**config.mk**
```make
export PLATFORM = sky130hd
export DESIGN_NAME = reg_universal
export DESIGN_NICKNAME = d
export VERILOG_FILES = /design/src/rtl/ureg_pkg.sv /design/src/rtl/reg_universal_next.sv /design/src/rtl/reg_universal.sv
export SDC_FILE = /design/constraint.sdc
export NUM_CORES = 1
export LEC_CHECK = 0
export BUFFER_PORTS_ARGS = -buffer_cell sky130_fd_sc_hd__buf_2
export CAP_MARGIN = 20
export CORE_MARGIN = 8
export CORE_UTILIZATION = 56
export CTS_BUF_LIST = sky130_fd_sc_hd__clkbuf_16
export CTS_CLUSTER_DIAMETER = 150
export CTS_CLUSTER_SIZE = 12
export DETAILED_ROUTE_END_ITERATION = 12
export MAX_ROUTING_LAYER = met4
export PLACE_DENSITY = 0.79
export SETUP_SLACK_MARGIN = 0.02
export SYNTH_ARGS = -nofsm -noshare
export SYNTH_HDL_FRONTEND = slang
export SYNTH_SLANG_ARGS = --single-unit
export TNS_END_PERCENT = 30
```
**constraint.sdc**
```tcl
create_clock -name CLK -period 2.6 [get_ports CLK]
set_input_delay 0.78 -clock CLK [delete_from_list [all_inputs] [get_ports CLK]]
set_output_delay 0.78 -clock CLK [all_outputs]
set_load 0.02 [all_outputs]
```
**src/rtl/ureg_pkg.sv**
```systemverilog
// Shared MODE encodings for the universal register and the CPU control decoder.
package ureg_pkg;

    localparam logic [2:0] UREG_HOLD    = 3'b000;
    localparam logic [2:0] UREG_LOAD    = 3'b001;
    localparam logic [2:0] UREG_INC     = 3'b010;
    localparam logic [2:0] UREG_DEC     = 3'b011;
    localparam logic [2:0] UREG_SHL     = 3'b100;
    localparam logic [2:0] UREG_SHR     = 3'b101;
    localparam logic [2:0] UREG_LOAD_LO = 3'b110;
    localparam logic [2:0] UREG_LOAD_HI = 3'b111;

endpackage

```
**src/rtl/reg_universal_next.sv**
```systemverilog
// Combinational next-value / next-carry logic for reg_universal.
module reg_universal_next
    import ureg_pkg::*;
#(
    parameter int unsigned WIDTH = 16,
    parameter int unsigned STEP  = 1
) (
    input  logic [WIDTH-1:0] cur_i,
    input  logic [WIDTH-1:0] in_i,
    input  logic [2:0]       mode_i,
    input  logic             ser_in_i,
    input  logic             carry_i,
    output logic [WIDTH-1:0] next_o,
    output logic             next_carry_o
);

    localparam int unsigned Half = WIDTH / 2;
    localparam logic [WIDTH:0] StepW = (WIDTH + 1)'(STEP);

    logic [WIDTH:0] sum;
    logic [WIDTH:0] diff;

    // One extra bit catches carry-out on INC and borrow on DEC.
    assign sum  = {1'b0, cur_i} + StepW;
    assign diff = {1'b0, cur_i} - StepW;

    // Decode MODE; anything unrecognised (including X) holds.
    always_comb begin
        next_o       = cur_i;
        next_carry_o = carry_i;
        case (mode_i)
            UREG_HOLD: begin
                next_o       = cur_i;
                next_carry_o = carry_i;
            end
            UREG_LOAD: begin
                next_o       = in_i;
                next_carry_o = 1'b0;
            end
            UREG_INC: begin
                next_o       = sum[WIDTH-1:0];
                next_carry_o = sum[WIDTH];
            end
            UREG_DEC: begin
                next_o       = diff[WIDTH-1:0];
                next_carry_o = diff[WIDTH];
            end
            UREG_SHL: begin
                next_o       = {cur_i[WIDTH-2:0], ser_in_i};
                next_carry_o = cur_i[WIDTH-1];
            end
            UREG_SHR: begin
                next_o       = {ser_in_i, cur_i[WIDTH-1:1]};
                next_carry_o = cur_i[0];
            end
            UREG_LOAD_LO: begin
                next_o = {cur_i[WIDTH-1:Half], in_i[Half-1:0]};
            end
            UREG_LOAD_HI: begin
                next_o = {in_i[Half-1:0], cur_i[Half-1:0]};
            end
            default: begin
                next_o       = cur_i;
                next_carry_o = carry_i;
            end
        endcase
    end

endmodule

```
**src/rtl/reg_universal.sv**
```systemverilog
// Multi-mode register (load, byte-lane load, inc/dec by STEP, shifts, hold).
// Optional shadow context register for interrupt save/restore: define UREG_SHADOW_EN.
module reg_universal
    import ureg_pkg::*;
#(
    parameter int unsigned     WIDTH     = 16,
    parameter int unsigned     STEP      = 1,
    parameter logic [WIDTH-1:0] RESET_VAL = '0
) (
    input  logic             CLK,
    input  logic             RESET,
    input  logic [WIDTH-1:0] IN,
    input  logic [2:0]       MODE,
    input  logic             SER_IN,
    input  logic             SAVE,
    input  logic             RESTORE,
    output logic [WIDTH-1:0] OUT,
    output logic             CARRY,
    output logic             ZERO
);

    logic [WIDTH-1:0] out_q, out_d, nxt_value;
    logic             carry_q, carry_d, nxt_carry;

    reg_universal_next #(
        .WIDTH (WIDTH),
        .STEP  (STEP)
    ) u_next (
        .cur_i        (out_q),
        .in_i         (IN),
        .mode_i       (MODE),
        .ser_in_i     (SER_IN),
        .carry_i      (carry_q),
        .next_o       (nxt_value),
        .next_carry_o (nxt_carry)
    );

`ifdef UREG_SHADOW_EN
    logic [WIDTH-1:0] shadow_q, shadow_d;
    logic             shadow_c_q, shadow_c_d;

    // Restore overrides MODE; save captures pre-edge state, so both together swap.
    always_comb begin
        out_d      = nxt_value;
        carry_d    = nxt_carry;
        shadow_d   = shadow_q;
        shadow_c_d = shadow_c_q;
        if (RESTORE) begin
            out_d   = shadow_q;
            carry_d = shadow_c_q;
        end
        if (SAVE) begin
            shadow_d   = out_q;
            shadow_c_d = carry_q;
        end
    end

    // Shadow flops with synchronous active-low reset.
    always_ff @(posedge CLK) begin
        if (!RESET) begin
            shadow_q   <= RESET_VAL;
            shadow_c_q <= 1'b0;
        end else begin
            shadow_q   <= shadow_d;
            shadow_c_q <= shadow_c_d;
        end
    end
`else
    logic unused_shadow_ctrl;
    assign unused_shadow_ctrl = SAVE ^ RESTORE;

    // Without shadow storage the next state is just the decoded MODE result.
    always_comb begin
        out_d   = nxt_value;
        carry_d = nxt_carry;
    end
`endif

    // Main state flops with synchronous active-low reset.
    always_ff @(posedge CLK) begin
        if (!RESET) begin
            out_q   <= RESET_VAL;
            carry_q <= 1'b0;
        end else begin
            out_q   <= out_d;
            carry_q <= carry_d;
        end
    end

    assign OUT   = out_q;
    assign CARRY = carry_q;
    assign ZERO  = (out_q == '0);

endmodule

```
After elaboration in Yosys (flattened, before gate mapping)
Index checks and enable logic that the tools add are counted.
{"block": "classes", "addsub": 2, "mul": 0, "div": 0, "order_cmp": 0, "n_eq_ne": 7, "n_shift": 0, "n_mux": 2, "bitwise_logic": 3, "n_reduce_logical": 5}
{"operator": "$pmux W16 S7", "count": 1}
{"operator": "$add A16 B1 Y17 const B", "count": 1}
{"operator": "$sub A16 B1 Y17 const B", "count": 1}
{"operator": "$logic_not A16 Y1", "count": 1}
{"operator": "$eq A3 B3 Y1 const B", "count": 4}
{"operator": "$eq A3 B2 Y1 const B", "count": 2}
{"operator": "$pmux W1 S5", "count": 1}
{"operator": "$reduce_bool A5 Y1", "count": 1}
{"operator": "$reduce_and A2 Y1", "count": 2}
{"operator": "$eq A3 B1 Y1 const B", "count": 1}
{"operator": "$logic_not A3 Y1", "count": 1}
{"operator": "$not A1 Y1", "count": 3}
{"block": "totals", "regBits": 17, "latchBits": 0, "ram_bits": 0, "romBits": 0, "input_bits": 24, "out_inout_bits": 18, "n_memories": 0}

Logic depth before layout (Yosys ltp)
{"block": "logic_depth", "depth_word": 3, "depth_mapped": 8, "depth_no_buf": 7}

Hierarchy
From an unflattened synthesis, not the netlist that was laid out.
{"block": "hier_totals", "cells_unflattened": 315, "hier_area_um2": 2172.1}
{"mod": "reg_universal_next", "instances": 1, "cells_each": 275, "area_per_inst_um2": 1686.6}
{"mod": "reg_universal", "instances": 1, "cells_each": 40, "area_per_inst_um2": 485.5}

Worst setup path before layout
OpenSTA, ideal clock, no wires.
{"block": "synth_path", "path_type": "register to output", "startpoint": "reg out_q[7], in the netlist OUT[7]", "endpoint": "out ZERO", "t_arrival_ns": 1.651, "required_ns": 1.820, "slack_ns": 0.169, "path_stages_with_launch": 6, "cell_sequence": "dfxtp_1 > buf_6 > or4_4 > nor2_2 > nand2_1 > nor2_1"}
{"block": "synth_via", "elab_chain_len": 1}
{"element": "start, declared", "line_no": "reg_universal.sv:22", "source": "logic [WIDTH-1:0] out_q, out_d, nxt_value;"}
{"element": "start signal, assigned", "line_no": "reg_universal.sv:85", "source": "out_q <= out_d;"}
{"element": "$logic_not A16 Y1", "line_no": "reg_universal.sv:92", "source": "assign ZERO = (out_q == '0);"}
{"element": "end, declared", "line_no": "reg_universal.sv:19", "source": "output logic ZERO"}
No other way between the ends.

Worst setup path in the final report
Ends and elaborated chain as after synthesis.

==> flow_summary.toml <==
[outcome]
status = "completed"

[cells_and_area]
register_area_sq_um = 340
n_fill_cell = 324
drive_above_1_share = 0.229
final_nets = 376
postLayoutCoreUtil = 0.690
stdcell_count = 397
design_area_sq_mm = 0.00256
areaGrowthSynthToFinish_pct = 17.0
diodes = 0
multi_input_area_sq_mm = 0.00167

[clocking]
clkSinkCount = 17
numCtsBuffers = 3
ctsLongestPathBuffers = 2
cts-htree-levels = 1
post-cts-setup-buffers = 0
clock_latency_ns = 0.25
cts_tree = "built"
clkTransAtPathRegs_ns = 0.06
cts-root-buf = "clkbuf_16"

[sta]
hold_slack_ns = 0.547
min_period_ns = 2.50
finClkSkew_ns = 0.00354
setup-violations-final = 0
slew_viol_final = 0
tightest_slew_ns = 0.750
rsz0062_at_grt = "false"
fmax_mhz = 400
finalSetupTns_ns = 0
max_slew_margin = 0.500
hold_viol_final = 0
fin_crit_sh = 0.962

[synthesis]
synthTopCellsByArea = "dfxtp_1 (16%), a21oi_1 (8.7%), nand2_1 (5.3%)"
ys_ff_latch = 17
synth-seq-area-share = 0.155
syn_inst = 319
ys.flop_type = "dfxtp_1"
syn_area_sq_mm = 0.00219
yosys.area.top_type = "dfxtp_1"
syn_avg_cell_area_sq_um = 6.87
async_flop_share = 0
yosys_warnings = 0
netlist.area_leader.share = 0.155
synth.top_cells.by_count = "a21oi_1 (38), nand2_1 (31), clkbuf_1 (26), dfxtp_1 (17), nor2_1 (15)"
synth_cell_types = 65
syn-num-nets = 345
synth_edf_count = 0
yosysMostFrequentCell = "a21oi_1"

[floorplanning]
boundaryPins = 42
dieArea_sq_mm = 0.00617
core_region_area_sq_mm = 0.00372
start_util = 0.590
die_x_um = 78.5
rows = 22
die_h_um = 78.5

[global_routing]
grt_max_degree = 24
grt_overflow = 0
grt_pass1_vias = 2622
antenna_found_initial = 0
grt_util_all_layers = 0.244
grt_pass1_wl_um = 12200

[critical_path]
crit_family = "simple AND/OR/NAND/NOR gates"
crit_fanout = 5
crit_chain = "or4_4 > nor2_2 > nand2_2 > nor2_1 > buf_2"
critical_path_buf_inv_count = 1
startpoint_type = "flop"
required_ns = 1.82
cp-end-kind = "primary output"
worstPathArrival_ns = 1.72
crit_type = "reg -> out"
critPathSlowestCell = "or4_4"
cpPeakStageDelay_ns = 0.59

[routing]
wirelength_um = 7300
ant_nets = 0
drc = 0
vias_per_cell = 6.87
dr_total_vias = 2729
routedWlPerCell_um = 18.4
drtIter0Drc = 347
drt_pre_antenna_iters = 5

[power_and_ir_drop]
power.leakage_uw = 0.00105
peakVddDrop_uv = 284
pwr_density_cell_mw_per_mm2 = 454

[placement]
dp_cells = 393
gp_congestion = 0.957
portBuffers = 39
dpl-instance-area_sq_mm = 0.00248
dpl.hpwl_um = 5070

[worst_hold_path]
hold_path_class = "reg -> reg"

[run]
maxCapViolations = 0
==> per-layer routing <==
layer	wire length, um	track usage
met4	288	0.124
met3	785	0.0604
met5	0	-
met1	2960	0.284
met2	3270	0.381
==> registers in the layout (all words and copies together), names as in the netlist <==
register  count
CARRY         1
OUT          16
==> tightest hold or removal path: stages (launching register included) <==
cell and delay [ns]:
dfxtp_1 0.31, o21ai_0 0.15, a31oi_1 0.04
==> power by group <==
part / internal [uW] / total (uW) / switching (uW)
Sequential: 288 / 340 / 51.5
Clock: 205 / 319 / 114
Combinational: 203 / 506 / 303
==> cells in the final DEF (no fill, tap or decap), types with 8 or more instances in the layout <==
master and n:
buf_4 22, nor3_1 12, dfxtp_1 17, inv_1 11
nand2_1 30, nand3_1 9, mux2i_1 8, a21oi_1 38
o21ai_0 13, nand2b_1 9, nor2_1 15, buf_2 39
==> what timing repair did <==
item,CTS,global route
endpoints found under the setup margin,0,1
gates resized for setup,0,2
hold buffers,0,0
==> kinds of logic after synthesis <==
family	after synthesis	synth area share
flip-flops	17	0.155
buffers and inverters	46	0.0879
AO/OA/AOI/OAI	114	0.344
multiplexers	9	0.0428
AND/OR/NAND/NOR	124	0.330
adder cells (fa/ha/maj)	2	0.0114
XOR/XNOR	7	0.0280
==> final cells by class <==
type / instances / area share
Sequential cell: 17 / 0.133
Multi-Input combinational cell: 256 / 0.650
Clock inverter: 1 / 0.00146
Clock buffer: 3 / 0.0293
Tap cell: 48 / 0.0234
Inverter: 10 / 0.0146
Timing Repair Buffer: 62 / 0.148
==> path summary, 6_finish.rpt <==
check / startpoint / slack [ns] / end / cells after the start
min reg2reg: CARRY$_SDFFE_PN0P_ / 0.55 / CARRY$_SDFFE_PN0P_ / 2
max reg2reg: OUT[1]$_SDFFE_PN0P_ / 0.26 / OUT[12]$_SDFFE_PN0P_ / 6
max: OUT[7]$_SDFFE_PN0P_ / 0.1 / ZERO / 5
min: CARRY$_SDFFE_PN0P_ / 0.55 / CARRY$_SDFFE_PN0P_ / 2
==> stage by stage <==
step           total power (uW)  worst slack [ns]
2_1_floorplan               684             0.169
3_3_place_gp                821             0.150
3_5_place_dp                828             0.111
4_1_cts                    1150            0.0660
5_1_grt                    1230            0.0592
6_report                   1160            0.0991
(Power assumes the default switching activity.)
